File: src/rtl/dram_load_sequencer_if.sv
// Bus bundle for the DRAM load sequencer: chunk stream from the CDC FIFO and
// the MIG-style application write interface.
interface dram_load_sequencer_if #(
  parameter int unsigned ADDR_WIDTH = 27
);
  localparam int unsigned DATA_W = 128;
  localparam int unsigned MASK_W = 16;

  logic                  chunk_axis_tvalid;
  logic                  chunk_axis_tready;
  logic [DATA_W-1:0]     chunk_axis_tdata;
  logic                  chunk_axis_tlast;

  logic [ADDR_WIDTH-1:0] app_addr;
  logic [2:0]            app_cmd;
  logic                  app_en;
  logic                  app_rdy;
  logic [DATA_W-1:0]     app_wdf_data;
  logic [MASK_W-1:0]     app_wdf_mask;
  logic                  app_wdf_wren;
  logic                  app_wdf_end;
  logic                  app_wdf_rdy;

  // Sequencer view: consumes the chunk stream, drives the app interface.
  modport master (
    input  chunk_axis_tvalid, chunk_axis_tdata, chunk_axis_tlast,
    output chunk_axis_tready,
    output app_addr, app_cmd, app_en, app_wdf_data, app_wdf_mask,
    output app_wdf_wren, app_wdf_end,
    input  app_rdy, app_wdf_rdy
  );

  // Environment view: FIFO receiver and memory controller.
  modport slave (
    output chunk_axis_tvalid, chunk_axis_tdata, chunk_axis_tlast,
    input  chunk_axis_tready,
    input  app_addr, app_cmd, app_en, app_wdf_data, app_wdf_mask,
    input  app_wdf_wren, app_wdf_end,
    output app_rdy, app_wdf_rdy
  );
endinterface

File: src/rtl/dram_load_sequencer.sv
// Writes each 128-bit chunk from the CDC FIFO to consecutive DRAM addresses
// through the MIG app interface and flags when the tlast chunk is resident.
module dram_load_sequencer #(
  parameter int unsigned ADDR_WIDTH = 27,
  parameter int unsigned BASE_ADDR  = 0,
  parameter int unsigned ADDR_STEP  = 8
) (
  input  logic                  clk,
  input  logic                  rst,
  input  logic                  init_calib_complete,
  dram_load_sequencer_if.master bus,
  output logic [23:0]           chunks_written,
  output logic                  load_done
);

  localparam int unsigned DATA_W = 128;
  localparam int unsigned MASK_W = 16;
  localparam int unsigned CNT_W  = 24;

  typedef enum logic [1:0] {
    IDLE  = 2'd0,
    WRITE = 2'd1,
    DONE  = 2'd2
  } state_t;

  state_t                state_q, state_d;
  logic                  cmd_done_q, cmd_done_d;
  logic                  data_done_q, data_done_d;
  logic [ADDR_WIDTH-1:0] addr_q, addr_d;
  logic [CNT_W-1:0]      cnt_q, cnt_d;
  logic [DATA_W-1:0]     hold_data_q, hold_data_d;
  logic                  hold_last_q, hold_last_d;
  logic                  take_c;

  // Calibration only gates new chunks; an in-flight chunk always finishes.
  assign take_c = (state_q == IDLE) && init_calib_complete && bus.chunk_axis_tvalid;

  always_ff @(posedge clk or negedge rst) begin
    if (!rst) begin
      state_q     <= IDLE;
      cmd_done_q  <= 1'b0;
      data_done_q <= 1'b0;
      addr_q      <= ADDR_WIDTH'(BASE_ADDR);
      cnt_q       <= '0;
      hold_data_q <= '0;
      hold_last_q <= 1'b0;
    end else begin
      state_q     <= state_d;
      cmd_done_q  <= cmd_done_d;
      data_done_q <= data_done_d;
      addr_q      <= addr_d;
      cnt_q       <= cnt_d;
      hold_data_q <= hold_data_d;
      hold_last_q <= hold_last_d;
    end
  end

  always_comb begin
    state_d     = state_q;
    cmd_done_d  = cmd_done_q;
    data_done_d = data_done_q;
    addr_d      = addr_q;
    cnt_d       = cnt_q;
    hold_data_d = hold_data_q;
    hold_last_d = hold_last_q;
    unique case (state_q)
      IDLE: begin
        if (take_c) begin
          hold_data_d = bus.chunk_axis_tdata;
          hold_last_d = bus.chunk_axis_tlast;
          cmd_done_d  = 1'b0;
          data_done_d = 1'b0;
          state_d     = WRITE;
        end
      end
      WRITE: begin
        // Command and data channels retire independently; finish once both have.
        cmd_done_d  = cmd_done_q  | bus.app_rdy;
        data_done_d = data_done_q | bus.app_wdf_rdy;
        if (cmd_done_d && data_done_d) begin
          addr_d  = addr_q + ADDR_WIDTH'(ADDR_STEP);
          cnt_d   = cnt_q + CNT_W'(1);
          state_d = hold_last_q ? DONE : IDLE;
        end
      end
      DONE: state_d = DONE;
      default: state_d = IDLE;
    endcase
  end

  // All app-side outputs decode from registered state only.
  assign bus.chunk_axis_tready = (state_q == IDLE) && init_calib_complete;
  assign bus.app_addr          = addr_q;
  assign bus.app_cmd           = 3'b000;
  assign bus.app_en            = (state_q == WRITE) && !cmd_done_q;
  assign bus.app_wdf_data      = hold_data_q;
  assign bus.app_wdf_mask      = MASK_W'(0);
  assign bus.app_wdf_wren      = (state_q == WRITE) && !data_done_q;
  assign bus.app_wdf_end       = bus.app_wdf_wren;
  assign chunks_written        = cnt_q;
  assign load_done             = (state_q == DONE);

endmodule

File: src/flat_wrapper.sv
// flat-port wrapper written by rule: the top's interface ports become plain ports
module dram_load_sequencer_flat 
#(
  parameter int unsigned ADDR_WIDTH = 27,
  parameter int unsigned BASE_ADDR  = 0,
  parameter int unsigned ADDR_STEP  = 8
)
  (clk, rst, init_calib_complete, chunks_written, load_done, bus_chunk_axis_tvalid, bus_chunk_axis_tdata, bus_chunk_axis_tlast, bus_chunk_axis_tready, bus_app_addr, bus_app_cmd, bus_app_en, bus_app_wdf_data, bus_app_wdf_mask, bus_app_wdf_wren, bus_app_wdf_end, bus_app_rdy, bus_app_wdf_rdy);
  dram_load_sequencer_if #(.ADDR_WIDTH(ADDR_WIDTH)) bus_i ();
  input  logic clk;
  input  logic rst;
  input  logic init_calib_complete;
  output logic [23:0] chunks_written;
  output logic load_done;
  input wire logic [$bits(bus_i.chunk_axis_tvalid)-1:0] bus_chunk_axis_tvalid;
  input wire logic [$bits(bus_i.chunk_axis_tdata)-1:0] bus_chunk_axis_tdata;
  input wire logic [$bits(bus_i.chunk_axis_tlast)-1:0] bus_chunk_axis_tlast;
  output wire logic [$bits(bus_i.chunk_axis_tready)-1:0] bus_chunk_axis_tready;
  output wire logic [$bits(bus_i.app_addr)-1:0] bus_app_addr;
  output wire logic [$bits(bus_i.app_cmd)-1:0] bus_app_cmd;
  output wire logic [$bits(bus_i.app_en)-1:0] bus_app_en;
  output wire logic [$bits(bus_i.app_wdf_data)-1:0] bus_app_wdf_data;
  output wire logic [$bits(bus_i.app_wdf_mask)-1:0] bus_app_wdf_mask;
  output wire logic [$bits(bus_i.app_wdf_wren)-1:0] bus_app_wdf_wren;
  output wire logic [$bits(bus_i.app_wdf_end)-1:0] bus_app_wdf_end;
  input wire logic [$bits(bus_i.app_rdy)-1:0] bus_app_rdy;
  input wire logic [$bits(bus_i.app_wdf_rdy)-1:0] bus_app_wdf_rdy;
  assign bus_i.chunk_axis_tvalid = bus_chunk_axis_tvalid;
  assign bus_i.chunk_axis_tdata = bus_chunk_axis_tdata;
  assign bus_i.chunk_axis_tlast = bus_chunk_axis_tlast;
  assign bus_chunk_axis_tready = bus_i.chunk_axis_tready;
  assign bus_app_addr = bus_i.app_addr;
  assign bus_app_cmd = bus_i.app_cmd;
  assign bus_app_en = bus_i.app_en;
  assign bus_app_wdf_data = bus_i.app_wdf_data;
  assign bus_app_wdf_mask = bus_i.app_wdf_mask;
  assign bus_app_wdf_wren = bus_i.app_wdf_wren;
  assign bus_app_wdf_end = bus_i.app_wdf_end;
  assign bus_i.app_rdy = bus_app_rdy;
  assign bus_i.app_wdf_rdy = bus_app_wdf_rdy;
  dram_load_sequencer #(.ADDR_WIDTH(ADDR_WIDTH), .BASE_ADDR(BASE_ADDR), .ADDR_STEP(ADDR_STEP)) u_core (.clk(clk), .rst(rst), .init_calib_complete(init_calib_complete), .bus(bus_i), .chunks_written(chunks_written), .load_done(load_done));
endmodule
File: config.mk
export PLATFORM = sky130hd
export DESIGN_NAME = dram_load_sequencer_flat
export DESIGN_NICKNAME = d
export VERILOG_FILES = /design/src/rtl/dram_load_sequencer_if.sv /design/src/rtl/dram_load_sequencer.sv /design/src/flat_wrapper.sv
export SDC_FILE = /design/constraint.sdc
export NUM_CORES = 1
export LEC_CHECK = 0
export ABC_AREA = 1
export ABC_CLOCK_PERIOD_IN_PS = 1800
export CAP_MARGIN = 10
export CORE_UTILIZATION = 30
export DETAILED_ROUTE_END_ITERATION = 16
export PLACE_DENSITY = 0.64
export SLEW_MARGIN = 10
export SYNTH_ARGS = -nofsm -noshare
export SYNTH_HDL_FRONTEND = slang
export SYNTH_SLANG_ARGS = --single-unit
File: constraint.sdc
create_clock -name clk -period 1.8 [get_ports clk]
set_input_delay 0.45 -clock clk [delete_from_list [all_inputs] [get_ports clk]]
set_output_delay 0.45 -clock clk [all_outputs]
set_load 0.02 [all_outputs]
==> flow_summary.toml <==
[run_status]
outcome = "finished, final reports clean"

[drt]
via_count = 6793
drt_iter0_drc = 327
drt-pass1-iter-count = 4
drc = 0
wl_um = 21600
final_antenna_net_count = 0
detail_route.wl_per_cell_um = 13.5
via_per_inst = 4.24

[worst_setup_path]
r2r_end = "u_core.bus.app_wdf_data[46]"
critPathTopFamily = "flip-flops"
critPathMaxFanout = 2
slowest_delay_ps = 420
path_class = "register to output pin"
rrSetupSlack_ps = 170
critPathArrivalTime_ps = 1320
crit_buf_inv = 2
reg2reg_depth = 7
worstPathCellList = "buf_6, nor3b_4, buf_6"
end_kind = "output pin"
start_kind = "register"
timing.rr.start = "u_core.state_q[1]"
cp.required_ps = 1350
slowest_stage = "dfrtp_1"
crit_top_cell = "buf_6"

[sta]
slew_viol_final = 0
fin_ws_ps = 28.0
slew_headroom = 0.659
finalClockSkew_ps = 12.0
finalSetupViolations = 0
min_period_over_period = 0.984
finalHoldViolCount = 0
tns_ps = 0
period_needed_ps = 1770
timing.hold.ws_ps = 471
fmax_ghz = 0.564
worst_pin_slew_ps = 511
grt_setup_unrepaired = "true"

[synthesis]
synth_area_leaders = "dfrtp_1, nand2_1, buf_4, inv_1, xnor2_1"
synth_compound_area_frac = 0.00418
synth_top_family_by_area = "simple AND/OR/NAND/NOR gates"
synth_edf_count = 0
netlist_instances = 924
synth.avg_cell_area_um2 = 8.42
synth_top_area_cell = "dfrtp_1"
synth_area_um2 = 7780
synth-simple-area-share = 0.303
synthFlopType = "dfrtp_1"
synth_common_cells = "nand2_1, dfrtp_1, inv_1"
ys_ff_latch = 181
synth.distinct_cells = 28
synth-xor-area-share = 0.0304
yosysSeqAreaShare = 0.582
ys_async_sr_fraction = 1.00
yosysMostFrequentCell = "nand2_1"
synth_mux_area_frac = 0
yosys_warnings = 0
synth_fa_ha_area_frac = 0.00322
yosysTopAreaCellShare = 0.582

[pwr]
p_leak_uw = 0.00636
power.density_nw_per_um2 = 1470
combPwrFrac = 0.405
net-switching-power_uw = 7060
seq_power_share = 0.373
intPower_uw = 10300
swShare = 0.406
p_clk_frac = 0.222
irDropWorstVdd_v = 0.000954

[global_route]
grt_max_degree = 101
grt_pass1_vias = 6710
grt_use_total = 0.167
antenna_found_initial = 0
grt_pass1_wl_um = 34700
gr-total-overflow = 0

[clock_tree]
cts_tree = "built"
path_clk_slew_ps = 80
clock_path_buffers = 2
clk_latency_ps = 420
cts_htree_levels = 4
postCtsSetupBuffers = 0
tritoncts_num_sinks = 181
clock-root-buffer = "clkbuf_16"
numCtsBuffers = 17

[layout]
nets = 1396
fin_util = 0.468
final_cell_area_um2 = 11900
drive_gt1_frac = 0.0708
num_antenna_cells = 0
area_growth_syn_to_layout_pct = 52.4

[place]
port_buffers = 315
hpwl_um = 15800
dp_slack_ps = -351
finalWeightedCongestion = 0.792
dpl_cell_area_um2 = 11400

[worst_hold_path]
hold_end = "u_core.bus.app_wdf_data[35]"
hp-class = "register to register"
holdCritStartpoint = "u_core.bus.app_wdf_data[35]"
worstHoldPathCells = 2

[die]
die_height_um = 163
initial_core_util = 0.307
dieArea_um2 = 26600
rows = 58
ios = 338
die_w_um = 163
core_um2 = 25300

[run]
drv_cap = 0
how the worst max path moves through the flow:
stage                             start                     to  slack (ps)  cells past startpoint
finish                u_core.state_q[1]  bus_chunk_axis_tready          30                      3
global placement    init_calib_complete  bus_chunk_axis_tready        -360                      3
detailed placement  init_calib_complete  bus_chunk_axis_tready        -350                      3
CTS                   u_core.state_q[1]        bus_app_wdf_end          -6                      4
floorplan             u_core.state_q[1]       bus_app_wdf_wren         170                      4
global route          u_core.state_q[1]  bus_chunk_axis_tready         -50                      3
power groups by stage:
stage | clock network [uW] | registers (uW) | logic (uW)
floorplan | 0 | 8410 | 2010
global placement | 0 | 6540 | 8100
detailed placement | 0 | 6570 | 8180
CTS | 4000 | 6490 | 7130
global route | 4170 | 6700 | 7660
finish | 3860 | 6490 | 7050
kinds of logic after synthesis:
group	Yosys count
AO/OA/AOI/OAI	6
flip-flops	181
adder cells (fa/ha/maj)	2
AND/OR/NAND/NOR	592
other	1
XOR/XNOR	27
buffers and inverters	115
worst reg2reg max path, delay by kind of cell (launching register included):
| kind | cells | cell delay (ps) |
|---|---|---|
| buffers and inverters | 3 | 490 |
| flip-flops | 1 | 420 |
| AND/OR/NAND/NOR | 4 | 600 |
state kept, by name, indices dropped and copies added, names as in the netlist:
| signal | flops |
|---|---|
| u_core.bus.app_addr | 24 |
| u_core.bus.app_wdf_data | 128 |
| u_core.chunks_written | 24 |
| u_core.cmd_done_q | 1 |
| u_core.data_done_q | 1 |
| u_core.hold_last_q | 1 |
| u_core.state_q | 2 |
metal layers:
layer | part of all wire | wire length (um) | GRT usage | vias up
met4 | 0.0097 | 209 | 0.0438 | 0
met5 | 0 | 0 | 0 | -
li1 | - | - | - | 3421
met2 | 0.50 | 10800 | 0.285 | 193
met3 | 0.065 | 1410 | 0.0493 | 10
met1 | 0.43 | 9270 | 0.205 | 3169
per-stage QoR:
stage	power (uW)	instances
2_1_floorplan	10400	945
3_3_place_gp	14600	1569
3_5_place_dp	14700	1569
4_1_cts	17600	1602
5_1_grt	18500	1602
6_report	17400	1602
cell usage in the layout (no fill, tap or decap):
cell type / netlist / routed
nand2_1: 499 / 498
dfrtp_1: 181 / 181
dlygate4sd2_1: 0 / 176
clkdlybuf4s50_1: 0 / 133
inv_1: 53 / 52
nor2_1: 34 / 31
nand3_1: 30 / 30
buf_4: 33 / 26
conb_1: 1 / 22
nand4_1: 18 / 18
xnor2_1: 18 / 18
clkbuf_16: 0 / 17
xor2_1: 9 / 9
buf_12: 0 / 8
buf_6: 3 / 7
nor2_2: 3 / 4
inv_2: 4 / 4
nor2_4: 2 / 4
inv_6: 0 / 4
clkinv_8: 0 / 4
o21ai_0: 3 / 3
inv_8: 0 / 3
clkinvlp_4: 0 / 3
clkinv_1: 2 / 2
nor3_1: 2 / 2
ha_1: 2 / 2
nor3b_4: 0 / 1
nand2_4: 0 / 1
inv_4: 0 / 1
nand3_4: 1 / 1
nand2_2: 1 / 1
a22oi_1: 1 / 1
and2_1: 1 / 1
o21ai_1: 1 / 1
a21oi_1: 1 / 1
bufinv_16: 0 / 1
dlygate4sd3_1: 0 / 1
repair_timing:
item | 4_1_cts | 5_1_grt
gates resized for setup | 205 | 9
hold endpoints to repair | 34 | 0
pin swaps | 1 | 1
setup endpoints to repair | 181 | 5
hold buffers | 1 | 0
gates cloned | 0 | 0
area by class of cell:
| type | count | area (um2) |
|---|---|---|
| Multi-Input combinational cell | 649 | 2770 |
| Clock buffer | 17 | 425 |
| Fill cell | 2488 | 13500 |
| Timing Repair Buffer | 351 | 3320 |
| Tap cell | 330 | 413 |
| Sequential cell | 181 | 4530 |
| Clock inverter | 15 | 186 |
| Inverter | 59 | 224 |
Note: power is estimated with default switching activity, not from simulation.
==> RTL change, RTL diff (same settings) <==
Re-encode `state_t` (3 states) as one-hot, 3 bits wide.
--- a/src/rtl/dram_load_sequencer.sv
+++ b/src/rtl/dram_load_sequencer.sv
@@ -19,6 +19,6 @@
 
-  typedef enum logic [1:0] {
-    IDLE  = 2'd0,
-    WRITE = 2'd1,
-    DONE  = 2'd2
+  typedef enum logic [2:0] {
+    IDLE  = 3'b001,
+    WRITE = 3'b010,
+    DONE  = 3'b100
   } state_t;
Behaviour: no difference found for any inputs over 4 cycles, from zero or initial values and one cycle with rst low; so few cycles prove little.
==> RTL change against the unedited design <==
The run now ends with negative setup slack left. Highest routed layer unchanged. Critical path depth rose by 1. Register-to-register slack got worse by 120 ps. Setup slack got worse by 77 ps. Sequential cell count rose by 1. Final cell count fell by 1.3%. Critical path type unchanged. Final area barely moved. Power fell by 0.28%. Synthesized area rose by 0.27%. Utilization barely moved. Wire length rose by 0.39%. First-iteration DRC count fell by 31%. Sequential share of layout area rose by 0.22 points. Via count fell by 1.4%. Critical endpoint unchanged.
==> RTL change: results (changes against the unedited design) <==
dpl.hpwl_um: 16100  # was 15800 µm
grt_use_total_pct: 16.7  # about the same
worstHoldPathType: "reg -> reg"  # unchanged
violations: "negative setup slack"
skew_ps: 15.5  # was 12.0 ps
routed_wl_um: 21700  # was 21600 µm
largest_reg_flops: 128  # unchanged
p_sw_w: 0.00701  # was 0.00706 W
dpl.cell_count: 1545  # was 1569
drt-wirelength-per-cell_um: 13.7  # was 13.5 µm
port_buffers: 315  # unchanged
p_leak_nw: 6.43  # was 6.36 nW
syn_avg_cell_area_um2: 8.66  # was 8.42 µm²
antenna_found_initial: 0  # unchanged
ys.flop_type: "dfrtp_1"  # unchanged
yosys_warnings: 0  # unchanged
antenna_cells: 0  # unchanged
place_area_um2: 11400  # about the same
ctsRootBufferMaster: "clkbuf_16"  # unchanged
hold_start: "u_core.bus.app_wdf_data[46]"  # was u_core.bus.app_wdf_data[35]
relSlewSlack_pct: 63.7  # was 65.9%
vias: 6697  # was 6793
ys_top_cells_by_area: "dfrtp_1 (58%), nand2_1 (23%), buf_4 (3.7%)"  # was dfrtp_1 (58%), nand2_1 (24%), buf_4 (3.2%)
tns_ps: -127  # was 0 ps
htree_levels: 4  # unchanged
grt_pass1_wl_um: 34900  # was 34700 µm
drt_pass1_iterations: 4  # unchanged
drtIter0Drc: 224  # was 327
synth_common_cells: "nand2_1 (478), dfrtp_1 (181), inv_1 (46), buf_4 (38), nand3_1 (32)"  # was nand2_1 (499), dfrtp_1 (181), inv_1 (53), nor2_1 (34), buf_4 (33)
cts_made_buffers: 17  # unchanged
gp_congestion: 0.763  # was 0.792
cp_data_arrival_time_ps: 1400  # was 1320 ps
grt_pass1_vias: 6564  # was 6710
yosysSeqAreaShare_pct: 58.4  # was 58.2%
ys_types: 26  # was 28
clock_latency_ps: 420  # about the same
drive_above_1_share_pct: 7.91  # was 7.08%
clk_pin_slew_ps: 70
final_nets: 1375  # was 1396
fillers: 2539  # was 2488
grt_max_degree: 48  # was 101
crit_start: "u_core.state_q[0]"  # was u_core.state_q[1]
clockBufferDepth: 2  # unchanged
crit_path_max_fanout: 3  # was 2
synthArstFlopShare_pct: 100  # unchanged
worst_slack_ps: -49.3  # was 28.0 ps
status: "finished with violations"  # was finished clean
final-max-slew-violation-count: 0  # unchanged
ir_worst_vdd_mv: 0.737  # was 0.954 mV
setup_viol: 4  # was 0
-- RTL change: cell families after synthesis --
logic type,Yosys count,share of synthesized area (%)
simple gates,571,29.7
mux,3,0.433
xor+xnor,30,3.37
flops,182,58.4
compound gates,5,0.321
fa+ha+maj,2,0.321
buf+inv,107,7.42
other cells,1,0.0481
-- RTL change: critical path, stage by stage (launching register included) --
cell and delay, ps:
dfstp_2 550, buf_6 100, nand3_4 100, nor2_4 110, buf_6 120
-- RTL change: final cells by class --
| cell class | instances | share of cell area [%] |
|---|---|---|
| Multi-Input combinational cell | 633 | 23.4 |
| Sequential cell | 182 | 38.4 |
| Tap cell | 330 | 3.48 |
| Inverter | 50 | 1.62 |
| Clock buffer | 18 | 3.70 |
| Timing Repair Buffer | 354 | 28.3 |
| Clock inverter | 14 | 1.15 |
-- RTL change: path summary, 6_finish.rpt --
path	endpoint	slack [ps]	cells after the start
min	u_core.bus.app_wdf_data[46]	470	2
max reg2reg	u_core.bus.app_addr[4]	50	8
min reg2reg	u_core.bus.app_wdf_data[46]	470	2
max	bus_chunk_axis_tready	-50	4
min in group asynchronous	u_core.chunks_written[21]	520	2
max in group asynchronous	u_core.state_q[0]	640	3
-- RTL change: stage by stage --
step | util (%) | total power, W | setup slack (ps)
CTS | 46.7 | 0.0175 | -89.0
global placement | 45.2 | 0.0148 | -320
finish | 46.8 | 0.0174 | -49.3
detailed placement | 45.2 | 0.0149 | -330
floorplan | - | 0.0105 | 121
global route | 46.8 | 0.0185 | -110
-- RTL change: layer usage --
layer  GRT usage (%)  share of wire (%)  vias up
met5               0                  0        -
met4            3.40               0.91        0
met3            6.27                8.4       11
met2            27.8                 49      200
met1            20.6                 42     3106
li1                -                  -     3380
-- RTL change: repair_timing --
item | 4_1_cts | 5_1_grt
pin swaps | 1 | 1
hold buffers | 1 | 0
setup endpoints to repair | 181 | 8
hold endpoints to repair | 30 | 0
setup buffers | 2 | 1
gates resized for setup | 209 | 9
cloned | 0 | 0
-- RTL change: power by group through the flow --
stage | Sequential (W) | Combinational, W | Clock (W)
after CTS | 0.00658 | 0.00718 | 0.00378
after global placement | 0.00663 | 0.00814 | 0
after floorplan | 0.00852 | 0.00194 | 0
final | 0.00658 | 0.00709 | 0.00368
after detailed placement | 0.00664 | 0.00822 | 0
after global routing | 0.00680 | 0.00775 | 0.00394
